## config.mk

```make
export PLATFORM = sky130hd
export DESIGN_NAME = fetch_stall_ctrl_flat
export DESIGN_NICKNAME = d
export VERILOG_FILES = /design/src/rtl/fetch_stall_ctrl_if.sv /design/src/rtl/fetch_stall_ctrl.sv /design/src/flat_wrapper.sv
export SDC_FILE = /design/constraint.sdc
export NUM_CORES = 1
export LEC_CHECK = 0
export ABC_AREA = 1
export BUFFER_PORTS_ARGS = -buffer_cell sky130_fd_sc_hd__buf_2
export CORE_UTILIZATION = 50
export CTS_BUF_LIST = sky130_fd_sc_hd__clkbuf_16
export CTS_CLUSTER_SIZE = 24
export DETAILED_ROUTE_END_ITERATION = 7
export GPL_TIMING_DRIVEN = 1
export PLACE_DENSITY = 0.8
export SLEW_MARGIN = 20
export SYNTH_ARGS = -nofsm -noshare
export SYNTH_HDL_FRONTEND = slang
export SYNTH_SLANG_ARGS = --single-unit
```

## constraint.sdc

```tcl
create_clock -name Clk -period 1.8 [get_ports Clk]
set_input_delay 0.27 -clock Clk [delete_from_list [all_inputs] [get_ports Clk]]
set_output_delay 0.27 -clock Clk [all_outputs]
set_load 0.005 [all_outputs]
```

## src/rtl/fetch_stall_ctrl_if.sv

```systemverilog
// Fetch/decode boundary bundle: hazard requests and branch redirect in,
// PC, IF/ID register, bubble, error flag and perf counters out.
interface fetch_stall_ctrl_if #(
    parameter int PC_WIDTH    = 32,
    parameter int INSTR_WIDTH = 32,
    parameter int CNT_WIDTH   = 16
);
    logic                   IF_ID_stall;
    logic                   Branch_taken;
    logic [PC_WIDTH-1:0]    Branch_target;
    logic [INSTR_WIDTH-1:0] IF_Instr;
    logic [PC_WIDTH-1:0]    PC;
    logic [INSTR_WIDTH-1:0] ID_Instr;
    logic [PC_WIDTH-1:0]    ID_PC_plus4;
    logic                   ID_Valid;
    logic                   ID_EX_bubble;
    logic                   Stall_err;
    logic [CNT_WIDTH-1:0]   Stall_count;
    logic [CNT_WIDTH-1:0]   Flush_count;

    modport master (
        output IF_ID_stall, Branch_taken, Branch_target, IF_Instr,
        input  PC, ID_Instr, ID_PC_plus4, ID_Valid, ID_EX_bubble,
        input  Stall_err, Stall_count, Flush_count
    );

    modport slave (
        input  IF_ID_stall, Branch_taken, Branch_target, IF_Instr,
        output PC, ID_Instr, ID_PC_plus4, ID_Valid, ID_EX_bubble,
        output Stall_err, Stall_count, Flush_count
    );
endinterface

```

## src/rtl/fetch_stall_ctrl.sv

```systemverilog
// PC and IF/ID register owner: load-use stall, branch flush, stall timeout.
// Define FETCH_STALL_CNT_EN to build the stall/flush perf counters.
module fetch_stall_ctrl #(
    parameter int                  PC_WIDTH    = 32,
    parameter int                  INSTR_WIDTH = 32,
    parameter logic [PC_WIDTH-1:0] RESET_PC    = '0,
    parameter int                  MAX_STALL   = 1,
    parameter int                  CNT_WIDTH   = 16
) (
    input logic               Clk,
    input logic               Rst_n,
    fetch_stall_ctrl_if.slave bus
);
    typedef enum logic [1:0] {
        RUN,
        STALL,
        FLUSH
    } state_t;

    localparam logic [CNT_WIDTH-1:0] MAX_RUN = CNT_WIDTH'(MAX_STALL);

    state_t               state;
    logic [CNT_WIDTH-1:0] stall_run;
    logic                 stall_eff;
    logic [PC_WIDTH-1:0]  pc_plus4;

    // A bubble in IF/ID has no consumer to protect, so its stall is dropped.
    assign stall_eff = bus.IF_ID_stall & bus.ID_Valid & ~bus.Branch_taken;
    assign bus.ID_EX_bubble = stall_eff;
    assign pc_plus4 = bus.PC + PC_WIDTH'(4);

    always_ff @(posedge Clk) begin
        if (!Rst_n) begin
            state           <= RUN;
            stall_run       <= '0;
            bus.PC          <= RESET_PC;
            bus.ID_Instr    <= '0;
            bus.ID_PC_plus4 <= '0;
            bus.ID_Valid    <= 1'b0;
            bus.Stall_err   <= 1'b0;
        end else begin
            unique case (1'b1)
                bus.Branch_taken: begin
                    bus.PC       <= bus.Branch_target;
                    bus.ID_Instr <= '0;
                    bus.ID_Valid <= 1'b0;
                    stall_run    <= '0;
                    state        <= FLUSH;
                end
                stall_eff: begin
                    if (state == STALL) begin
                        if (stall_run >= MAX_RUN) begin
                            bus.Stall_err <= 1'b1;
                        end
                        if (stall_run != '1) begin
                            stall_run <= stall_run + 1'b1;
                        end
                    end else begin
                        stall_run <= CNT_WIDTH'(1);
                    end
                    state <= STALL;
                end
                default: begin
                    bus.PC          <= pc_plus4;
                    bus.ID_Instr    <= bus.IF_Instr;
                    bus.ID_PC_plus4 <= pc_plus4;
                    bus.ID_Valid    <= 1'b1;
                    stall_run       <= '0;
                    state           <= RUN;
                end
            endcase
        end
    end

`ifdef FETCH_STALL_CNT_EN
    always_ff @(posedge Clk) begin
        if (!Rst_n) begin
            bus.Stall_count <= '0;
            bus.Flush_count <= '0;
        end else begin
            if (stall_eff && bus.Stall_count != '1) begin
                bus.Stall_count <= bus.Stall_count + 1'b1;
            end
            if (bus.Branch_taken && bus.Flush_count != '1) begin
                bus.Flush_count <= bus.Flush_count + 1'b1;
            end
        end
    end
`else
    assign bus.Stall_count = '0;
    assign bus.Flush_count = '0;
`endif
endmodule

```

## src/flat_wrapper.sv

```systemverilog
// flat-port wrapper written by rule: the top's interface ports become plain ports
module fetch_stall_ctrl_flat 
#(
    parameter int                  PC_WIDTH    = 32,
    parameter int                  INSTR_WIDTH = 32,
    parameter logic [PC_WIDTH-1:0] RESET_PC    = '0,
    parameter int                  MAX_STALL   = 1,
    parameter int                  CNT_WIDTH   = 16
)
  (Clk, Rst_n, bus_IF_ID_stall, bus_Branch_taken, bus_Branch_target, bus_IF_Instr, bus_PC, bus_ID_Instr, bus_ID_PC_plus4, bus_ID_Valid, bus_ID_EX_bubble, bus_Stall_err, bus_Stall_count, bus_Flush_count);
  fetch_stall_ctrl_if #(.PC_WIDTH(PC_WIDTH), .INSTR_WIDTH(INSTR_WIDTH), .CNT_WIDTH(CNT_WIDTH)) bus_i ();
  input logic Clk;
  input logic Rst_n;
  input wire logic [$bits(bus_i.IF_ID_stall)-1:0] bus_IF_ID_stall;
  input wire logic [$bits(bus_i.Branch_taken)-1:0] bus_Branch_taken;
  input wire logic [$bits(bus_i.Branch_target)-1:0] bus_Branch_target;
  input wire logic [$bits(bus_i.IF_Instr)-1:0] bus_IF_Instr;
  output wire logic [$bits(bus_i.PC)-1:0] bus_PC;
  output wire logic [$bits(bus_i.ID_Instr)-1:0] bus_ID_Instr;
  output wire logic [$bits(bus_i.ID_PC_plus4)-1:0] bus_ID_PC_plus4;
  output wire logic [$bits(bus_i.ID_Valid)-1:0] bus_ID_Valid;
  output wire logic [$bits(bus_i.ID_EX_bubble)-1:0] bus_ID_EX_bubble;
  output wire logic [$bits(bus_i.Stall_err)-1:0] bus_Stall_err;
  output wire logic [$bits(bus_i.Stall_count)-1:0] bus_Stall_count;
  output wire logic [$bits(bus_i.Flush_count)-1:0] bus_Flush_count;
  assign bus_i.IF_ID_stall = bus_IF_ID_stall;
  assign bus_i.Branch_taken = bus_Branch_taken;
  assign bus_i.Branch_target = bus_Branch_target;
  assign bus_i.IF_Instr = bus_IF_Instr;
  assign bus_PC = bus_i.PC;
  assign bus_ID_Instr = bus_i.ID_Instr;
  assign bus_ID_PC_plus4 = bus_i.ID_PC_plus4;
  assign bus_ID_Valid = bus_i.ID_Valid;
  assign bus_ID_EX_bubble = bus_i.ID_EX_bubble;
  assign bus_Stall_err = bus_i.Stall_err;
  assign bus_Stall_count = bus_i.Stall_count;
  assign bus_Flush_count = bus_i.Flush_count;
  fetch_stall_ctrl #(.PC_WIDTH(PC_WIDTH), .INSTR_WIDTH(INSTR_WIDTH), .RESET_PC(RESET_PC), .MAX_STALL(MAX_STALL), .CNT_WIDTH(CNT_WIDTH)) u_core (.Clk(Clk), .Rst_n(Rst_n), .bus(bus_i));
endmodule
```

==> results.md <==
- The internal power is 5270 uW.
- The endpoint class of the critical path is a primary output.
- Of the total power, registers draw 0.396.
- The die covers ~12,000 um2.
- During placement, the flow inserted port buffers numbering 166.
- The number of buffers and inverters on the critical path is 3.
- The number of CTS-inserted buffers is 17.
- The floorplan die height is ~110 um.
- On the worst path, the slowest cell contributes a delay of 0.37 ns.
- The count of cells along the worst register-to-register path is 9.
- The clock drives 116 sinks.
- The element type at the critical path start is a flip-flop.
- Clock-pin slew was measured on the worst setup and hold paths at 0.06 ns.
- For this run, the top clock speed supported by timing is about 0.59 GHz.
- Of the cells placed in the final design, the portion with a size suffix greater than 1 is 0.263.
- The tool flagged a number of max-cap violations equal to 0.
- The clock passes through at most 2 buffers.
- Setup repair after global routing left no endpoint under its margin.
- Counting flops and latches in the post-synthesis netlist gives 116.
- The cts-stage hold buffer count is 0.
- The starting density of the core is 0.513.
- For this design the ratio of total power to cell area is 999 nW/um2.
- The combinational power share is 0.078.
- The worst hold path cell count is 2.
- The via count of the first global-routing pass was approximately 5,100.
- The leakage power summed over all cells is 0.00316 uW.
- Of the available clock period, the critical path in the final layout requires 0.936.
- Yosys printed 0 warnings.
- The critical-path maximum fanout is 22.
- The core area is 10,800 um2.
- The number of vias per cell is just over 5.
- Traced cell by cell, the critical path runs through nand3_4 -> inv_4 -> buf_4 -> buf_2.
- The portion of the post-synthesis area used by sequential elements is 0.419.
- The synthesis-to-layout area growth is 26.2%.
- The iteration count of the initial detailed-routing pass is 5.
- The final-layout setup total negative slack is 0 ns.
- Timing analysis after detailed placement gives a worst setup slack of 0.141 ns.
- The power share of the clock group is 0.526.
- The cell family with the largest share of critical-path delay is buffers and inverters.
- The site row count is 38.
- For this run, the post-layout net count is 984.
- The critical path runs through a total of 4 cells.
- Data on the critical path is required at its endpoint by 1.53 ns.
- The classification of the worst-slack hold path is in2reg.
- The H-tree was split into 4 levels.
- The die is around 110 um wide.
- Entering global routing, the biggest net connects 42 pins.
- Setup violations remaining at the end of the flow were counted as 0.
- The switching share of total power is 0.246.
- The average wire length per cell after detail routing is 14.1 um.
- Clock latency on the worst-skew pair, taken at its later pin, is 0.42 ns.
- The area of the mapped netlist is 5540 um2.
- In the global route stage, overall resource usage came out at 0.266.
- Synthesis produced 748 cells.
- For the final database, setup skew stands at 0.0111 ns.
- IR analysis of the VDD net gives a maximum drop of 707 uV.
- In this run the remaining antenna-violating nets after routing total 0.
- The run finished with clean final reports.
- The critical-path cell with the highest stage delay is sky130_fd_sc_hd__dfxtp_1.
- Of the post-synthesis cell area, the dominant cell type holds 0.419.
- The final count of hold timing violations is 0.
- At the worst endpoint, the arrival time is approximately 1.4 ns.
- After layout, the design draws a total of 6980 uW.
- The post-route DRC violation count is 0.
- The worst setup path is of the reg2out kind.
- The repair_antennas step left the layout with diodes totalling 0.
- Wires add up to 15,000 um.
- TritonCTS built the clock tree.
- The final core utilization is 0.648.
- The number of design-rule violations left by the first detailed-router iteration is 378.
- At the end of routability-driven placement, the weighted congestion stood at 0.935.
- The max-slew violation count is 0.
- The first-pass GRT wire length is ~24,000 um.
- Clock tree synthesis selected as its root buffer the cell sky130_fd_sc_hd__clkbuf_16.
- The post-layout minimum cycle time is 1.69 ns.
- The detailed router placed 5,411 vias in this run.
- The average cell area after synthesis is roughly 7.4 um2.
- The number of antenna violations at the first check in global routing was 0.
- Global routing finished with a remaining overflow of 0.
- The total I/O pin count is between 150 and 200.
- The post-layout worst setup margin is 0.115 ns.
- Summed over all instances, the cell type with the most area after synthesis is sky130_fd_sc_hd__dfxtp_1.
- After legalization and detailed placement, the total HPWL measured 10,800 um.
- In this run, distinct cell masters in the synthesized netlist total 37.
- The switching power total is ~1700 uW.
- After synthesis, the cell types taking the most area are sky130_fd_sc_hd__dfxtp_1 (42%), sky130_fd_sc_hd__nand2_1 (14%), sky130_fd_sc_hd__a21oi_1 (5.6%).
## final timing paths
kind / slack [ns] / start / endpoint
worst max-delay path: 0.11 / u_core.bus.ID_Valid / bus_ID_EX_bubble
worst min-delay path: 0.09 / bus_IF_Instr[15] / u_core.bus.ID_Instr[15]
worst max register to register: 0.13 / u_core.bus.PC[3] / u_core.bus.PC[22]
worst min register to register: 0.44 / u_core.bus.Stall_err / u_core.bus.Stall_err
## flip-flops by register name (all words and copies together) (netlist names)
signal and count:
u_core.bus.ID_Instr 32, u_core.bus.ID_PC_plus4 32, u_core.bus.PC 32, u_core.stall_run 16, u_core.state 2, u_core.bus.ID_Valid 1
u_core.bus.Stall_err 1
## area by class of cell
cell class | instances | area [um2]
fillers | 952 | 3800
well taps | 140 | 175
multi-input cells | 517 | 2610
clock inverters | 15 | 218
clock buffers | 17 | 425
inverters | 81 | 308
flip-flops and latches | 116 | 2320
repair buffers | 179 | 928
## per-stage QoR
step	instances	hold WS [ns]	area (um2)
floorplan	779	0.409	5660
global placement	1033	0.433	6340
detailed placement	1033	0.436	6340
CTS	1065	0.0873	6990
global route	1065	0.0932	6990
finish	1065	0.0940	6990
## synth_stat cells
cell,instances
sky130_fd_sc_hd__a21oi_1,62
sky130_fd_sc_hd__a22o_1,9
sky130_fd_sc_hd__a31oi_1,15
sky130_fd_sc_hd__a32o_1,26
sky130_fd_sc_hd__buf_1,2
sky130_fd_sc_hd__buf_2,9
sky130_fd_sc_hd__buf_4,41
sky130_fd_sc_hd__buf_6,1
sky130_fd_sc_hd__clkbuf_1,12
sky130_fd_sc_hd__clkinv_2,1
sky130_fd_sc_hd__conb_1,1
sky130_fd_sc_hd__dfxtp_1,116
sky130_fd_sc_hd__ha_1,4
sky130_fd_sc_hd__inv_1,76
sky130_fd_sc_hd__inv_2,3
sky130_fd_sc_hd__inv_4,1
sky130_fd_sc_hd__nand2_1,209
sky130_fd_sc_hd__nand2_2,5
sky130_fd_sc_hd__nand2_4,1
sky130_fd_sc_hd__nand3_1,30
sky130_fd_sc_hd__nand3_4,2
sky130_fd_sc_hd__nand3b_1,1
sky130_fd_sc_hd__nand4_1,3
sky130_fd_sc_hd__nor2_1,50
sky130_fd_sc_hd__nor2_2,8
sky130_fd_sc_hd__nor2_4,5
sky130_fd_sc_hd__nor2_8,1
sky130_fd_sc_hd__nor3_1,3
sky130_fd_sc_hd__nor3_2,1
sky130_fd_sc_hd__nor4_1,3
sky130_fd_sc_hd__o211ai_1,3
sky130_fd_sc_hd__o21a_1,1
sky130_fd_sc_hd__o21ai_0,25
sky130_fd_sc_hd__o21ai_1,3
sky130_fd_sc_hd__or2_2,1
sky130_fd_sc_hd__xnor2_1,4
sky130_fd_sc_hd__xor2_1,10
## cell families (layout without fill, tap and decap cells)
group	count (synthesis)	count (layout)	share of synthesized area
adder cells (fa/ha/maj)	4	4	0.00904
buffers and inverters	146	292	0.131
flip-flops	116	116	0.419
AO/OA/AOI/OAI	144	144	0.165
XOR/XNOR	14	14	0.0221
AND/OR/NAND/NOR	323	323	0.253
other	1	32	0.000677
## worst reg2reg max path, delay by kind of cell (launching register included)
kind / cells / cell delay, ns
compound gates: 1 / 0.16
fa+ha+maj: 1 / 0.24
buf+inv: 1 / 0.08
flops: 1 / 0.38
simple gates: 6 / 0.75
## layer usage
layer	wire length (um)	up-vias	part of all wire	track usage
met5	0	-	0	0
met4	225	0	0.015	0.0939
met3	931	20	0.062	0.0611
met2	7060	200	0.47	0.433
met1	6810	2490	0.45	0.346
li1	-	2701	-	-
## power by group through the flow
stage | combinational, uW | sequential (uW) | clock, uW
finish | 543 | 2770 | 3670
global route | 605 | 2780 | 3820
CTS | 541 | 2770 | 3700
detailed placement | 533 | 2820 | 0
global placement | 528 | 2820 | 0
floorplan | 333 | 2820 | 0
## placed cells by master, fill, tap and decap left out, types with 4 or more instances in the layout
cell,count
sky130_fd_sc_hd__inv_1,75
sky130_fd_sc_hd__bufinv_16,4
sky130_fd_sc_hd__ha_1,4
sky130_fd_sc_hd__xnor2_1,4
sky130_fd_sc_hd__clkbuf_16,17
sky130_fd_sc_hd__a22o_1,9
sky130_fd_sc_hd__nor2_1,48
sky130_fd_sc_hd__nand2_1,209
sky130_fd_sc_hd__o21ai_0,25
sky130_fd_sc_hd__xor2_1,10
sky130_fd_sc_hd__inv_6,6
sky130_fd_sc_hd__buf_2,166
sky130_fd_sc_hd__inv_2,4
sky130_fd_sc_hd__conb_1,32
sky130_fd_sc_hd__nand2_2,5
sky130_fd_sc_hd__a31oi_1,15
sky130_fd_sc_hd__dfxtp_1,116
sky130_fd_sc_hd__nor2_4,5
sky130_fd_sc_hd__nor2_2,10
sky130_fd_sc_hd__a32o_1,26
sky130_fd_sc_hd__buf_4,13
sky130_fd_sc_hd__a21oi_1,62
sky130_fd_sc_hd__nand3_1,30
## timing repair
action | CTS | global route
resized for setup | 0 | 2
endpoints found under the setup margin | 0 | 4
setup buffers | 0 | 0
Power figures use the tool's default switching activity.
